[src/rtl/regfile_sb.sv]
// Register file with two read ports, two prioritised write ports, optional
// write-through bypass and zero register, and a busy scoreboard for RAW hazards.
module regfile_sb #(
    parameter int WIDTH    = 16,
    parameter int DEPTH    = 8,
    parameter int AW       = $clog2(DEPTH),
    parameter int BYPASS   = 1,
    parameter int ZERO_REG = 0
) (
    input  logic             clk,
    input  logic             reset,
    input  logic             we0,
    input  logic [AW-1:0]    wa0,
    input  logic [WIDTH-1:0] wd0,
    input  logic             we1,
    input  logic [AW-1:0]    wa1,
    input  logic [WIDTH-1:0] wd1,
    input  logic [AW-1:0]    ra0,
    input  logic [AW-1:0]    ra1,
    output logic [WIDTH-1:0] rd0,
    output logic [WIDTH-1:0] rd1,
    output logic             rbusy0,
    output logic             rbusy1,
    input  logic             iss_en,
    input  logic [AW-1:0]    iss_reg,
    output logic [AW:0]      nbusy
);

    logic [WIDTH-1:0] rf_q [DEPTH];
    logic [WIDTH-1:0] rf_d [DEPTH];
    logic [DEPTH-1:0] busy_q;
    logic [DEPTH-1:0] busy_d;
    logic [AW:0]      nbusy_q;
    logic [AW:0]      nbusy_d;

    // Enables after dropping anything aimed at the hard-wired zero register.
    logic we0_eff;
    logic we1_eff;
    logic iss_eff;

    assign we0_eff = we0 && !((ZERO_REG != 0) && (wa0 == '0));
    assign we1_eff = we1 && !((ZERO_REG != 0) && (wa1 == '0));
    assign iss_eff = iss_en && !((ZERO_REG != 0) && (iss_reg == '0));

    logic [DEPTH-1:0] wr0_hit;
    logic [DEPTH-1:0] wr1_hit;
    logic [DEPTH-1:0] set_hit;

    genvar gi;
    generate
        for (gi = 0; gi < DEPTH; gi++) begin : g_dec
            assign wr0_hit[gi] = we0_eff && (wa0 == AW'(gi));
            assign wr1_hit[gi] = we1_eff && (wa1 == AW'(gi));
            assign set_hit[gi] = iss_eff && (iss_reg == AW'(gi));
        end
    endgenerate

    always_comb begin
        for (int r = 0; r < DEPTH; r++) begin
            rf_d[r] = rf_q[r];
            if (wr0_hit[r]) rf_d[r] = wd0;
            if (wr1_hit[r]) rf_d[r] = wd1;
        end
    end

    // A new issue is younger than any writeback, so set wins over clear.
    assign busy_d = set_hit | (busy_q & ~(wr0_hit | wr1_hit));

    // Counter tracks only real busy transitions so it always equals popcount(busy).
    logic inc;
    logic dec0;
    logic dec1;

    assign inc  = iss_eff && !busy_q[iss_reg];
    assign dec0 = we0_eff && busy_q[wa0] && !(iss_eff && (iss_reg == wa0))
                  && !(we1_eff && (wa1 == wa0));
    assign dec1 = we1_eff && busy_q[wa1] && !(iss_eff && (iss_reg == wa1));

    always_comb begin
        nbusy_d = nbusy_q + (AW+1)'(inc) - (AW+1)'(dec0) - (AW+1)'(dec1);
    end

    always_ff @(posedge clk or posedge reset) begin
        if (reset) begin
            for (int r = 0; r < DEPTH; r++) rf_q[r] <= '0;
            busy_q  <= '0;
            nbusy_q <= '0;
        end else begin
            for (int r = 0; r < DEPTH; r++) rf_q[r] <= rf_d[r];
            busy_q  <= busy_d;
            nbusy_q <= nbusy_d;
        end
    end

    assign nbusy = nbusy_q;

    always_comb begin
        rd0    = rf_q[ra0];
        rbusy0 = busy_q[ra0];
        if (BYPASS != 0) begin
            if (we1_eff && (wa1 == ra0)) begin
                rd0    = wd1;
                rbusy0 = 1'b0;
            end else if (we0_eff && (wa0 == ra0)) begin
                rd0    = wd0;
                rbusy0 = 1'b0;
            end
        end
        // Bypass data must not leak out while reset is held.
        if (reset || ((ZERO_REG != 0) && (ra0 == '0))) begin
            rd0    = '0;
            rbusy0 = 1'b0;
        end
    end

    always_comb begin
        rd1    = rf_q[ra1];
        rbusy1 = busy_q[ra1];
        if (BYPASS != 0) begin
            if (we1_eff && (wa1 == ra1)) begin
                rd1    = wd1;
                rbusy1 = 1'b0;
            end else if (we0_eff && (wa0 == ra1)) begin
                rd1    = wd0;
                rbusy1 = 1'b0;
            end
        end
        if (reset || ((ZERO_REG != 0) && (ra1 == '0))) begin
            rd1    = '0;
            rbusy1 = 1'b0;
        end
    end

endmodule

[config.mk]
export PLATFORM = sky130hd
export DESIGN_NAME = regfile_sb
export DESIGN_NICKNAME = d
export VERILOG_FILES = /design/src/rtl/regfile_sb.sv
export SDC_FILE = /design/constraint.sdc
export NUM_CORES = 1
export LEC_CHECK = 0
export BUFFER_PORTS_ARGS = -buffer_cell sky130_fd_sc_hd__buf_2
export CAP_MARGIN = 40
export CORE_MARGIN = 4
export CORE_UTILIZATION = 54
export DETAILED_ROUTE_END_ITERATION = 10
export GPL_TIMING_DRIVEN = 0
export PLACE_DENSITY = 0.81
export SETUP_SLACK_MARGIN = 0.15
export SLEW_MARGIN = 20
export SYNTH_ARGS = -nofsm -noshare
export SYNTH_HDL_FRONTEND = slang
export SYNTH_SLANG_ARGS = --single-unit
[constraint.sdc]
create_clock -name clk -period 7.4 [get_ports clk]
set_clock_uncertainty 0.2 [all_clocks]
set_input_delay 1.11 -clock clk [delete_from_list [all_inputs] [get_ports clk]]
set_output_delay 1.11 -clock clk [all_outputs]
set_load 0.005 [all_outputs]
==> run metrics <==
worst path required time=6.09 ns; Avg WL per Cell=between 20 and 30 um; Max Cap Viol=0; vias per cell=6.95; multi-input logic area=roughly 5800 sq um; Antenna diodes=0; top-area cell type share of the netlist area=between 30% and 40%; Post-CTS Resized=0; clock latency on the worst-skew pair=0.44 ns; # Post-CTS Setup Buffers=0; die width=~140 um; Initial Util=about 56%; largest net degree at the start of global routing=between 80 and 90; Switching Share=about a third; register area=approximately 3500 sq um; Hold Crit Class=reg -> reg; sequential share of the synthesized area=between 30% and 40%; CP arrival=roughly 3.2 ns; final worst path period share=60.5%; VDD IR max=between 0.0002 and 0.00025 V; Final GP Congestion=roughly 0.94; crit start category=primary input; overall die height=between 100 and 150 um; worst hold slack=0.292 ns; Util after Layout=61.9%; CTS Sinks=140; fin cells=1362; P_sw=912 uW; Syn Inst Count=~1000; Layout area overhead=11.4%; endpoints failing setup=0; Max Slew Vio Count=0; Setup CP Type=in -> out; main combinational cell family by area after synthesis=multiplexers; post-route ant nets=0; leading post-synthesis cells by cell area=dfrtp_1 35%, mux2i_1 19%, mux4_2 9.3%; clock power share=31.2%; crit path from=ra0[1]; distinct cell type count after synthesis=36; layout cells sized above 1=18.4%; CTS buffer count=17; # rows=a little under 50; Gate power share=about 29%; vias in the first global route=between 9000 and 10000; FMAX=0.223 GHz; most frequent cell after synthesis=mux2i_1; GRT overflow=0; Int Pwr=1.81 mW; crit path max fanout=10; pwr/cell area=241 nW/um^2; setup TNS=0 ns; Avg Inst Size Synth=around 9.7 sq um; Relative slew margins=35.5%; nets=between 1000 and 1500; Post-synth top cells=197 x mux2i_1, 140 x dfrtp_1, 103 x nand2_1; first-pass GRT wire length=54200 um; Hold Buf Count CTS=0; final wirelength=35300 um; Main synth FF type=dfrtp_1; Detailed Place HPWL=approximately 23000 um; Hold Vio Cnt, Final=0; post-synthesis mux area share=between 20 and 30%; dominant cell type by area after synthesis=dfrtp_1; Worst-path clk slew=0.06 ns; EDFF count, synth=0; number of fill cells=around 1500; Core ar.=18200 sq um; initial antenna violation count=0; Global Route Usage Sum=33.1%; H-tree Lvls=4; clk buf depth=2; placed insts=1330; RSZ-0062 raised after global routing=false; reg2reg start=busy_q[7]$_DFF_PP0_; worst hold path startpoint=nbusy[3]$_DFF_PP0_; Crit. End Element=output pin; shortest period the worst path allows=4.48 ns; post-synthesis xor/xnor area fraction=between 1.5 and 2%; IO Count=90; Synth Area in Compound Gates=12.8%; CTS root buf=clkbuf_16; Adder-Cell Fraction of Synth Area=0.766%; post-synthesis cell area=10100 sq um; drt drc=0; worst-margin pin slew=slightly below 1 ns; DR pass1 iterations=6; sequential share of power=40.1%; syn nets=roughly 1100; port bufs=51; simple-gate share of the synthesized area=13.0%; Starting DRT DRC Count=between 1000 and 1500; run status=completed; via count=9461; CTS tree=built; leak pwr=4.99 nW; flops & latches, synth=140; synth warn=0; Total Power=2.72 mW; async set-or-reset flop fraction in the synthesized netlist=between 90% and 100%; die area=21000 sq um
[layer usage]
layer  share of wire, %  GRT usage (%)  vias up
li1                   -              -     3916
met1                 37           43.2     4536
met2                 44           49.5      832
met3                 14           10.9      177
met4                5.7           17.4        0
met5                  0              0        -
[cell families (layout without fill, tap and decap cells)]
| kind of cell | Yosys count | in the layout |
|---|---|---|
| and+or+nand+nor | 277 | 277 |
| AOI/OAI and AO/OA | 232 | 232 |
| DFF | 140 | 140 |
| xor gates and xnor gates | 23 | 23 |
| muxes | 239 | 239 |
| adders and majority gates | 5 | 5 |
| buffers and inverters | 133 | 217 |
[critical path, cell delays in order]
cell      delay [ns]
buf_2           0.13
nor2b_1         0.14
buf_1           0.40
clkbuf_1        0.66
a22oi_1         0.25
nand3_1         0.14
a31oi_1         0.13
buf_2           0.20
[cells in the final DEF, fill, tap and decap left out, types with 2 or more instances in the layout]
| cell | count |
|---|---|
| clkbuf_2 | 2 |
| fa_1 | 2 |
| nor2_1 | 68 |
| nor2b_1 | 2 |
| xnor2_1 | 23 |
| nand3_1 | 37 |
| clkbuf_8 | 2 |
| o21ai_0 | 62 |
| mux4_2 | 42 |
| clkbuf_16 | 17 |
| inv_1 | 9 |
| clkinv_4 | 3 |
| buf_8 | 5 |
| dfrtp_1 | 140 |
| clkbuf_1 | 42 |
| inv_6 | 5 |
| o32ai_1 | 4 |
| clkinvlp_4 | 4 |
| buf_6 | 15 |
| a22oi_1 | 32 |
| nand4_1 | 8 |
| and4_1 | 2 |
| o21ai_1 | 37 |
| nand2_1 | 103 |
| nor3b_2 | 4 |
| a31oi_1 | 32 |
| buf_12 | 2 |
| buf_4 | 18 |
| buf_1 | 7 |
| nand2b_1 | 38 |
| buf_2 | 83 |
| a21oi_1 | 64 |
| nor3_1 | 5 |
| mux2i_1 | 197 |
| ha_1 | 3 |
| nand4b_1 | 6 |
[state kept, by name, summed over array words and instances (netlist names)]
register,cells
nbusy,4
busy_q,8
rf_q,128
[cell type report]
class                      count  area share, %
inverter                       9          0.299
sequential                   140           31.1
tap                          229           2.54
timing repair buffer          52           2.51
clock buffer                  18           3.89
buffer                       124           6.98
clock inverter                14           1.20
multi-input combinational    776           51.5
[stage by stage]
step / setup slack (ns) / instance area, sq um
floorplan: 2.33 / 10100
global placement: 1.04 / 10700
detailed placement: 3.03 / 10700
CTS: 3.02 / 11300
global route: 2.94 / 11300
finish: 2.92 / 11300
[final timing paths]
path | cells after the start | endpoint | slack (ns)
max | 8 | rd0[5] | 2.92
min | 1 | nbusy[3]$_DFF_PP0_ | 0.29
max reg2reg | 11 | nbusy[3]$_DFF_PP0_ | 4.29
min reg2reg | 1 | nbusy[3]$_DFF_PP0_ | 0.29
max in group asynchronous | 4 | rf_q[106]$_DFFE_PP0P_ | 5.39
min in group asynchronous | 3 | rf_q[80]$_DFFE_PP0P_ | 0.79
[power groups by stage]
stage                     registers, mW  clock network (mW)  logic [mW]
after global routing               1.11               0.882       0.850
after CTS                          1.08               0.843       0.769
after detailed placement           1.09                   0       0.763
after global placement             1.07                   0       0.733
final                              1.09               0.849       0.780
after floorplan                    1.05                   0       0.574
Power figures use the tool's default switching activity.
